--- src/rtl/regfile_wb_scheduler.sv ---
`default_nettype none
// ============================================================================
// Module   : regfile_wb_scheduler
// Purpose  : Round-robin writeback arbiter (ALU / load unit) for the single
//            register-file write port, plus a pending-write scoreboard used
//            by decode for RAW/WAW hazard detection.
// Revision : 1.0 - initial release
// ============================================================================
module regfile_wb_scheduler #(
  parameter int DATA_WIDTH = 32,
  parameter int REG_COUNT  = 32,
  localparam int AW        = $clog2(REG_COUNT)
) (
  input  logic                  clk,
  input  logic                  rst,
  // ALU writeback source
  input  logic                  alu_valid,
  input  logic [AW-1:0]         alu_rd,
  input  logic [DATA_WIDTH-1:0] alu_data,
  output logic                  alu_ready,
  // Load-unit writeback source
  input  logic                  mem_valid,
  input  logic [AW-1:0]         mem_rd,
  input  logic [DATA_WIDTH-1:0] mem_data,
  output logic                  mem_ready,
  // Issue-side scoreboard interface
  input  logic                  issue_valid,
  input  logic [AW-1:0]         issue_rd,
  output logic                  issue_ready,
  input  logic [AW-1:0]         chk_rs1,
  input  logic [AW-1:0]         chk_rs2,
  output logic                  chk_rs1_busy,
  output logic                  chk_rs2_busy,
  // Register-file write port
  output logic                  rf_we,
  output logic [AW-1:0]         rf_waddr,
  output logic [DATA_WIDTH-1:0] rf_wdata
);

  // rr_last: 0 = ALU granted most recently, 1 = load granted most recently
  logic [REG_COUNT-1:0]  pending_q, pending_d;
  logic                  rr_last_q, rr_last_d;
  logic                  rf_we_q, rf_we_d;
  logic [AW-1:0]         rf_waddr_q, rf_waddr_d;
  logic [DATA_WIDTH-1:0] rf_wdata_q, rf_wdata_d;

  logic                  w_grant_alu;
  logic                  w_grant_mem;

  // Round-robin grant: a lone requester always wins, a tie goes to the
  // source that did not win last. Depends only on the valids and rr_last.
  always_comb begin
    w_grant_alu = alu_valid && (!mem_valid || rr_last_q);
    w_grant_mem = mem_valid && (!alu_valid || !rr_last_q);
  end

  assign alu_ready = w_grant_alu;
  assign mem_ready = w_grant_mem;

  // Hazard queries against the scoreboard; no bypass from the write in flight
  assign issue_ready  = (issue_rd == '0) || !pending_q[issue_rd];
  assign chk_rs1_busy = (chk_rs1 != '0) && pending_q[chk_rs1];
  assign chk_rs2_busy = (chk_rs2 != '0) && pending_q[chk_rs2];

  // Next-state: capture the granted write and update the round-robin pointer
  always_comb begin
    rr_last_d  = rr_last_q;
    rf_we_d    = 1'b0;
    rf_waddr_d = rf_waddr_q;
    rf_wdata_d = rf_wdata_q;
    if (w_grant_alu) begin
      rr_last_d = 1'b0;
      if (alu_rd != '0) begin
        rf_we_d    = 1'b1;
        rf_waddr_d = alu_rd;
        rf_wdata_d = alu_data;
      end
    end else if (w_grant_mem) begin
      rr_last_d = 1'b1;
      if (mem_rd != '0) begin
        rf_we_d    = 1'b1;
        rf_waddr_d = mem_rd;
        rf_wdata_d = mem_data;
      end
    end
  end

  // Next-state: scoreboard clears on the committing write, sets on issue.
  // A set and a clear never hit the same register in one cycle because a
  // pending register holds issue_ready low.
  always_comb begin
    pending_d = pending_q;
    if (rf_we_q) begin
      pending_d[rf_waddr_q] = 1'b0;
    end
    if (issue_valid && issue_ready && (issue_rd != '0)) begin
      pending_d[issue_rd] = 1'b1;
    end
    pending_d[0] = 1'b0;
  end

  // State registers; reset drops any write captured at the same edge
  always_ff @(posedge clk) begin
    if (rst) begin
      pending_q  <= '0;
      rr_last_q  <= 1'b1;
      rf_we_q    <= 1'b0;
      rf_waddr_q <= '0;
      rf_wdata_q <= '0;
    end else begin
      pending_q  <= pending_d;
      rr_last_q  <= rr_last_d;
      rf_we_q    <= rf_we_d;
      rf_waddr_q <= rf_waddr_d;
      rf_wdata_q <= rf_wdata_d;
    end
  end

  assign rf_we    = rf_we_q;
  assign rf_waddr = rf_waddr_q;
  assign rf_wdata = rf_wdata_q;

endmodule
`default_nettype wire

--- config.mk ---
export PLATFORM = sky130hd
export DESIGN_NAME = regfile_wb_scheduler
export DESIGN_NICKNAME = d
export VERILOG_FILES = /design/src/rtl/regfile_wb_scheduler.sv
export SDC_FILE = /design/constraint.sdc
export NUM_CORES = 1
export LEC_CHECK = 0
export ABC_AREA = 1
export CORE_MARGIN = 4
export CORE_UTILIZATION = 51
export CTS_BUF_LIST = sky130_fd_sc_hd__clkbuf_16
export CTS_CLUSTER_SIZE = 20
export DETAILED_ROUTE_END_ITERATION = 8
export HOLD_SLACK_MARGIN = 0.03
export PLACE_DENSITY = 0.87
export SETUP_SLACK_MARGIN = 0.05
export SLEW_MARGIN = 15
export SYNTH_ARGS = -nofsm -noshare
export SYNTH_HDL_FRONTEND = slang
export SYNTH_SLANG_ARGS = --single-unit
--- constraint.sdc ---
create_clock -name clk -period 1.97 [get_ports clk]
set_input_delay 0.197 -clock clk [delete_from_list [all_inputs] [get_ports clk]]
set_output_delay 0.197 -clock clk [all_outputs]
set_load 0.03 [all_outputs]
==> results of run 1 <==
[sequential cells by signal, summed over array words and instances, names as in the netlist]
signal	cells
rf_wdata	32
pending_q	31
rf_waddr	5
rf_we	1
rr_last_q	1
[worst min-delay path by stage]
stage               slack (ns)                     start                  endpoint
finish                    0.49  rf_wdata[0]$_SDFFE_PP0P_  rf_wdata[0]$_SDFFE_PP0P_
global route              0.53                 mem_valid    rr_last_q$_SDFFE_PP1P_
CTS                       0.49  pending_q[14]$_SDFF_PP0_  pending_q[14]$_SDFF_PP0_
detailed placement        0.47  pending_q[14]$_SDFF_PP0_  pending_q[14]$_SDFF_PP0_
global placement          0.46  pending_q[12]$_SDFF_PP0_  pending_q[12]$_SDFF_PP0_
floorplan                 0.33                 alu_valid    rr_last_q$_SDFFE_PP1P_
[through the flow]
| stage | utilization (%) | total power [mW] |
|---|---|---|
| global route | 75.7 | 4.61 |
| detailed placement | 70.8 | 2.71 |
| CTS | 74.7 | 4.43 |
| global placement | 70.8 | 2.69 |
| floorplan | - | 2.19 |
| finish | 75.7 | 4.44 |
[Yosys cell counts (all sizes together)]
| cell | n |
|---|---|
| o211ai | 9 |
| dfxtp | 70 |
| nand2 | 199 |
| o21ai | 103 |
| nand3 | 30 |
| nor2 | 118 |
| nor3 | 8 |
| nand4 | 33 |
| a21oi | 49 |
| o21a | 2 |
| a21boi | 1 |
| nor4 | 2 |
| o31ai | 2 |
| clkbuf | 19 |
| inv | 47 |
| buf | 27 |
[area by class of cell]
cell class / count / area (µm²) / share of cell area (%)
Inverter: 47 / 181 / 2.92
Multi-Input combinational cell: 557 / 2530 / 40.6
Clock inverter: 7 / 88.8 / 1.43
Timing Repair Buffer: 172 / 1660 / 26.7
Clock buffer: 9 / 225 / 3.62
Tap cell: 105 / 131 / 2.11
Sequential cell: 70 / 1410 / 22.6
[repair_timing]
action / CTS / global route
setup endpoints to repair: 32 / 34
gates cloned: 0 / 1
endpoints found under the hold margin: 0 / 0
buffers inserted: 0 / 1
pin swaps: 2 / 2
resized for setup: 7 / 25
[worst min-delay path: stages (launching register included)]
cell and delay [ns]:
dfxtp_1 0.32, o21ai_1 0.07, nor2_1 0.07
[logic make-up after synthesis]
logic type             count (synthesis)  synth area share (%)
and+or+nand+nor                      390                  37.4
AOI/OAI and AO/OA                    166                  20.1
buffers and inverters                 93                  9.92
DFF                                   70                  32.6
[where the power goes]
group | total (mW) | internal [mW] | switching [mW]
logic | 1.14 | 0.491 | 0.648
registers | 1.58 | 1.51 | 0.0693
clock network | 1.73 | 1.10 | 0.628
[layer usage]
layer	up-vias	wire length [µm]	part of all wire, %
met1	2482	6130	38
met5	-	0	0
li1	2656	-	-
met4	0	758	4.7
met2	306	7650	48
met3	61	1430	9.0
==> metrics.yaml, run 1 <==
reg2reg_to: "pending_q[8]$_SDFF_PP0_"
instances_no_fill: 967
die_x_um: 99.9
cp_num_cells: 9
critPathMostFrequentCell: "nand2_1"
cts_buffers: 9
ys_seq_elements: 70
crit_chain: "inv_2 > o21ai_0 > nand2_1 > nand2_1 > nand2_1 > nand2_2 > buf_4 > nor4_4 > buf_6"
end_kind: "primary output"
fillCellCount: 632
place_area_um2: 5820
setup_violations: 0
synthTopCellsByArea: "dfxtp_1 (33%), nand2_1 (17%), nor2_1 (10%)"
holdPathStages: 2
path_clk_slew_ns: 0.06
setup.worst_path.class: "reg -> out"
avgSynthCellArea_um2: 5.98
use_met2_pct: 53.0
postSynthCellCount: 719
drcViolationCount: 0
detail_route.wl_per_cell_um: 16.5
drtIter0Drc: 479
cts.sinks: 70
post-route-period-util_pct: 93.4
top_usage_layer: "met2"
slew_headroom_pct: 56.7
ys_seq_area_share_pct: 32.6
r2r_cells: 9
fin_area_um2: 6220
antenna_found_initial: 0
ir_worst_vdd_v: 0.000464
antenna_cells: 0
layout_commonest_cell: "nand2_1"
root_buffer: "clkbuf_16"
tightest_slew_ns: 0.648
ant_nets: 0
drv_cap: 0
die_area_um2: 9970
track_usage_pct: 31.5
leakage_nw: 2.66
use_met3_pct: 7.37
worst_skew_pair.late_latency_ns: 0.33
cts_htree_levels: 3
status: "finished clean"
clock_tree.buffer_depth: 2
fin_tns_setup_ns: 0
worst_slack_ns: 0.130
rrSetupSlack_ns: 0.19
r2r-start: "pending_q[21]$_SDFF_PP0_"
hold_buffers: 0
slew_viol_final: 0
syn_area_um2: 4300
crit_slowest_cell: "dfxtp_1"
use_met1_pct: 37.3
pin_count: 137
viasPerCell: 5.69
synth_top_area_share_pct: 32.6
start_util_pct: 52.4
drive_gt1_share_pct: 9.86
place_worst_setup_slack_ns: -0.541
fin_skew_ns: 0.00805
die_height_um: 99.9
rsz0062_at_grt: "false"
place_congestion: 0.989
max_stage_delay_ns: 0.33
cp_top_family: "simple AND/OR/NAND/NOR gates"
dr.pass1.iters: 6
mostFrequentLayoutCells: "nand2_1 (195), clkdlybuf4s50_1 (125), nor2_1 (116), dfxtp_1 (64), o21ai_0 (53)"
core_um2: 8220
cp_num_buf_inv: 3
numPortBuffers: 136
layout_min_cycle_time_ns: 1.84
synth_cell_types: 22
start_kind: "flip-flop"
hpwl_mm: 11.7
synth_top_area_cell: "dfxtp_1"
hold_violations: 0
cp_max_fo: 3
syn_to_final_growth_pct: 44.6
ys_warn_count: 0
syn-num-nets: 813
hold_path_class: "reg -> reg"
finalNetCount: 951
cp-endpoint: "issue_ready"
cts_tree: "built"
wl_mm: 16.0
max_freq_ghz: 0.543
grt_pass1_wl_mm: 25.3
vias: 5505
globalRoute.totalOverflow: 0
cp.arrival_ns: 1.64
dp_cells: 949
holdWs_ns: 0.494
num_rows: 33
critPathRequiredTime_ns: 1.77
grt_max_degree: 39
grt_pass1_vias: 5279
startpoint: "pending_q[6]$_SDFF_PP0_"
power_density_nw_per_um2: 714
Power figures use the tool's default switching activity.
==> run 2, diff against run 1 <==
--- a/config.mk
+++ b/config.mk
@@ -9,4 +9,4 @@
 export CORE_MARGIN = 4
-export CORE_UTILIZATION = 51
-export CTS_BUF_LIST = sky130_fd_sc_hd__clkbuf_16
+export CORE_UTILIZATION = 52
+export CTS_BUF_LIST = sky130_fd_sc_hd__clkbuf_2 sky130_fd_sc_hd__clkbuf_4 sky130_fd_sc_hd__clkbuf_8
 export CTS_CLUSTER_SIZE = 20
@@ -14,4 +14,4 @@
 export HOLD_SLACK_MARGIN = 0.03
-export PLACE_DENSITY = 0.87
-export SETUP_SLACK_MARGIN = 0.05
+export PLACE_DENSITY = 0.88
+export SETUP_SLACK_MARGIN = 0.15
 export SLEW_MARGIN = 15
--- a/constraint.sdc
+++ b/constraint.sdc
@@ -3,2 +3,2 @@
 set_output_delay 0.197 -clock clk [all_outputs]
-set_load 0.03 [all_outputs]
+set_load 0.005 [all_outputs]
==> run 2 against run 1 <==
Against the previous run: clock-buffer cell count increased by 2; wire length grew 2.6%; clock skew is 0.0092 ns higher; worst setup slack better by 0.014 ns; first-iteration DRC count rose by 0.21%; cell area is 0.34% higher; clock power is 30% lower; die area shrank 1.8%; register-to-register slack improved by 0.02 ns; power decreased by 15%; highest routed layer unchanged.
==> metrics.yaml, run 2 (synthesis results as in run 1) <==
rsz0062_at_grt: "true"
antenna_cells: 0
slew_viol_final: 0
drtIter0Drc: 480
place_worst_setup_slack_ns: -0.299
hold_violations: 0
leakage_nw: 2.61
finalNetCount: 955
fin_tns_setup_ns: 0
hold_path_class: "in -> reg"
ant_nets: 0
die_area_um2: 9790
power_frac_clock_pct: 32.0
netSwitchingFraction_pct: 30.4
antenna_found_initial: 0
track_usage_pct: 31.9
globalRoute.totalOverflow: 0
grt_pass1_wl_mm: 25.6
start_util_pct: 54.6
tightest_slew_ns: 0.558
power_density_nw_per_um2: 606
numPortBuffers: 136
syn_to_final_growth_pct: 45.1
setup.worst_path.class: "reg -> out"
die_height_um: 99.0
fin_skew_ns: 0.0172
vias: 5576
drive_gt1_share_pct: 13.7
drv_cap: 0
root_buffer: "clkbuf_8"
cts_tree: "built"
holdPathStages: 3
end_kind: "primary output"
core_um2: 7890
ir_worst_vdd_v: 0.000450
place_congestion: 1.01
reg2reg_to: "pending_q[20]$_SDFF_PP0_"
dp_cells: 946
pin_count: 137
r2r-start: "pending_q[21]$_SDFF_PP0_"
hold-path-endpoint: "rr_last_q$_SDFFE_PP1P_"
pwr-share-seq_pct: 41.5
fillCellCount: 563
instances_no_fill: 968
layout_commonest_cell: "nand2_1"
clock_tree.buffer_depth: 2
post-route-period-util_pct: 92.7
status: "finished clean"
grt_max_degree: 39
grt_pass1_vias: 5362
layout_min_cycle_time_ns: 1.83
cp.arrival_ns: 1.63
die_x_um: 99.0
cp_top_family: "simple AND/OR/NAND/NOR gates"
r2r_cells: 12
mostFrequentLayoutCells: "nand2_1 (198), clkdlybuf4s50_1 (127), nor2_1 (116), o21ai_1 (55), dfxtp_1 (53)"
slew_headroom_pct: 62.8
worst_slack_ns: 0.144
cp_num_buf_inv: 2
cts.sinks: 70
worstHoldStart: "mem_valid"
num_rows: 32
max_freq_ghz: 0.548
hpwl_mm: 11.9
hold_buffers: 0
largest_reg_flops: 32
viasPerCell: 5.76
detail_route.wl_per_cell_um: 16.9
cts_buffers: 9
p_comb_share_pct: 26.5
start_kind: "flip-flop"
cts_htree_levels: 3
switchingPower_mw: 1.15
worst_skew_pair.late_latency_ns: 0.35
dr.pass1.iters: 6
crit_chain: "buf_4 > nand2_1 > nand2_1 > nand2_1 > nand2_1 > nand2_1 > nand2_2 > nor4_2 > buf_2"
path_clk_slew_ns: 0.08
max_stage_delay_ns: 0.34
drcViolationCount: 0
critPathRequiredTime_ns: 1.77
crit_slowest_cell: "dfxtp_2"
rrSetupSlack_ns: 0.21
p_int_mw: 2.63
cp_max_fo: 2
wl_mm: 16.4
critPathMostFrequentCell: "nand2_1"
setup_violations: 0
## run 2: how the worst max path moves through the flow
stage | start | end | cells after the start | slack (ns)
final | pending_q[21]$_SDFF_PP0_ | issue_ready | 9 | 0.14
after global routing | pending_q[21]$_SDFF_PP0_ | issue_ready | 9 | 0.08
after CTS | pending_q[3]$_SDFF_PP0_ | issue_ready | 7 | 0.12
after detailed placement | issue_rd[0] | issue_ready | 10 | -0.30
after global placement | issue_rd[0] | issue_ready | 10 | -0.35
after floorplan | chk_rs1[0] | chk_rs1_busy | 9 | 0.56
## run 2: routing by layer
layer / global-route usage [%] / vias to the layer above / part of all wire, %
met5: 0 / - / 0
met4: 11.7 / 0 / 2.9
met3: 8.35 / 52 / 9.5
met2: 55.2 / 335 / 50
met1: 37.8 / 2530 / 38
li1: - / 2659 / -
## run 2: power groups by stage
| stage | sequential, mW | combinational (mW) | clock [mW] |
|---|---|---|---|
| floorplan | 1.60 | 0.431 | 0 |
| global placement | 1.60 | 0.930 | 0 |
| detailed placement | 1.60 | 0.954 | 0 |
| CTS | 1.57 | 0.973 | 1.21 |
| global route | 1.58 | 1.09 | 1.28 |
| finish | 1.57 | 1.00 | 1.21 |
## run 2: area by class of cell
cell class	count	area [µm²]	area share [%]
clock buffer	11	145	2.33
clock inverter	5	58.8	0.942
inverter	47	189	3.03
multi-input combinational	556	2590	41.5
sequential	70	1430	22.9
tap	102	128	2.04
timing repair buffer	176	1700	27.2
timing repair inverter	1	7.51	0.120
## run 2: timing repair
item	CTS	global route
resized for setup	39	51
hold endpoints to repair	0	0
buffers inserted	3	0
cloned	3	0
pin swaps	2	13
setup endpoints to repair	3	8
## run 2: worst register-to-register path, stage by stage (launching register included)
cell and delay, ns:
dfxtp_2 0.34, buf_4 0.15, nand2_1 0.06, nand2_1 0.05, nand2_1 0.05, nand2_1 0.06, nand2_1 0.09, nand2_2 0.08
buf_4 0.14, nor2_2 0.15, buf_12 0.20, nand4_1 0.12, a21oi_1 0.21
## run 2: metrics by stage
step	power (mW)	hold WS (ns)	area (µm²)	util, %
3_5_place_dp	2.55	0.471	5840	74.1
4_1_cts	3.75	0.470	6130	77.8
5_1_grt	3.95	0.475	6240	79.1
3_3_place_gp	2.53	0.464	5840	74.1
6_report	3.78	0.486	6240	79.1
2_1_floorplan	2.03	0.326	4300	-
==> run 3, diff against run 2 <==
CELL_PAD_IN_SITES_DETAIL_PLACEMENT = 1   (was default)
CELL_PAD_IN_SITES_GLOBAL_PLACEMENT = 2   (was default)
CORE_UTILIZATION = 26   (was 52)
PLACE_DENSITY = default   (was 0.88)
PLACE_DENSITY_LB_ADDON = 0.1   (was default)
==> run 3 against run 2 <==
Against the previous run: global-route usage shrank 11 points; clock skew decreased by 0.0052 ns; register-to-register slack worse by 0.10 ns; cell area up 5.8%; power down 0.24%; largest power group unchanged.
==> metrics.yaml, run 3 (synthesis results as in run 1) <==
pin_count: 137
globalRoute.totalOverflow: 0
num_rows: 46
tightest_slew_ns: 0.762
cp_max_fo: 2
grt_pass1_vias: 5729
cts_tree: "built"
final_core_utilization_pct: 41.1
leakage_nw: 2.77
path_clk_slew_ns: 0.08
mostFrequentLayoutCells: "nand2_1 (187), clkdlybuf4s50_1 (126), nor2_1 (116), dfxtp_1 (58), buf_4 (56)"
max_freq_ghz: 0.533
grt_max_degree: 39
drcViolationCount: 0
place_congestion: 0.875
end_kind: "primary output"
finalNetCount: 980
rrSetupSlack_ns: 0.11
slew_headroom_pct: 49.1
ir_worst_vdd_v: 0.000267
ant_nets: 0
hold_path_class: "in -> reg"
cts_htree_levels: 3
start_util_pct: 26.8
setup.worst_path.class: "reg -> out"
start_kind: "flip-flop"
worst_skew_pair.late_latency_ns: 0.36
multiInputGateArea_um2: 2600
detail_route.wl_per_cell_um: 17.5
drtIter0Drc: 271
wl_mm: 19.4
dr.pass1.iters: 5
viasPerCell: 4.96
power_density_nw_per_um2: 571
antenna_cells: 0
die_x_um: 137
hold_violations: 0
die_area_um2: 18700
seq_area_um2: 1430
slew_viol_final: 0
drv_cap: 0
layout_commonest_cell: "nand2_1"
post-route-period-util_pct: 95.3
drive_gt1_share_pct: 15.6
root_buffer: "clkbuf_8"
largest_reg_flops: 32
critPathRequiredTime_ns: 1.77
numPortBuffers: 136
fin_skew_ns: 0.0120
hpwl_mm: 14.6
clock_tree.buffer_depth: 2
grt_pass1_wl_mm: 30.7
fillCellCount: 2052
dp_cells: 1086
hold_buffers: 0
antenna_found_initial: 0
cts.sinks: 70
setup_violations: 0
die_height_um: 137
rsz0062_at_grt: "true"
status: "finished clean"
fin_tns_setup_ns: 0
syn_to_final_growth_pct: 53.5
core_um2: 16100
cts_buffers: 9
track_usage_pct: 21.1
instances_no_fill: 1105
vias: 5485
cp.arrival_ns: 1.68
layout_min_cycle_time_ns: 1.88
## run 3: changes by cell type in the layout (fill, tap and decap cells not counted), sizes merged
cell,before,now
dlymetal6s2s,0,1
clkbuf,12,10
clkinvlp,3,0
clkdlybuf4s15,1,0
clkinv,2,3
buf,41,69
clkdlybuf4s50,127,126
## run 3: cell type report
class / instances / share of cell area, %
Clock inverter: 4 / 0.739
Tap cell: 216 / 4.09
Multi-Input combinational cell: 556 / 39.3
Clock buffer: 10 / 2.08
Sequential cell: 70 / 21.6
Timing Repair Buffer: 202 / 29.3
Inverter: 47 / 2.90
## run 3: path summary, 6_finish.rpt
path / to / from / cells after the start
worst max-delay path: issue_ready / pending_q[8]$_SDFF_PP0_ / 9
worst min-delay path: rr_last_q$_SDFFE_PP1P_ / mem_valid / 3
worst max register to register: pending_q[18]$_SDFF_PP0_ / pending_q[7]$_SDFF_PP0_ / 9
worst min register to register: rf_wdata[2]$_SDFFE_PP0P_ / rf_wdata[2]$_SDFFE_PP0P_ / 2
## run 3: where the power goes
group	internal, mW	total (mW)	leakage [nW]	switching [mW]
clock network	0.604	1.18	0.0980	0.575
logic	0.515	1.03	2.09	0.510
registers	1.50	1.57	0.582	0.0695
## run 3: through the flow
stage                     hold slack, ns  power (mW)  worst slack, ns  instance area (µm²)
after floorplan                    0.326        2.03            0.564                 4300
after global placement             0.465        2.60           -0.707                 6220
after detailed placement           0.480        2.62           -0.753                 6220
after CTS                          0.465        3.81           0.0829                 6510
after global routing               0.494        4.00         -0.00584                 6610
final                              0.489        3.77           0.0934                 6610
## run 3: routing by layer
layer | GRT usage (%) | up-vias | share of wire (%)
met5 | 0 | - | 0
met4 | 8.57 | 0 | 3.3
met1 | 26.7 | 2600 | 43
li1 | - | 2699 | -
met2 | 34.6 | 159 | 48
met3 | 4.82 | 27 | 5.8
## run 3: worst max-delay path: stages (launching register included)
cell     delay (ns)
dfxtp_4        0.37
nand2_2        0.07
nand2_2        0.05
nand2_1        0.06
nand2_1        0.07
nand2_2        0.08
nand2_4        0.07
nor4_4         0.31
buf_4          0.16
buf_6          0.08
## run 3: repair_timing
item | 4_1_cts | 5_1_grt
endpoints found under the setup margin | 34 | 35
pin swaps | 9 | 60
setup buffers | 3 | 2
resized for setup | 58 | 26
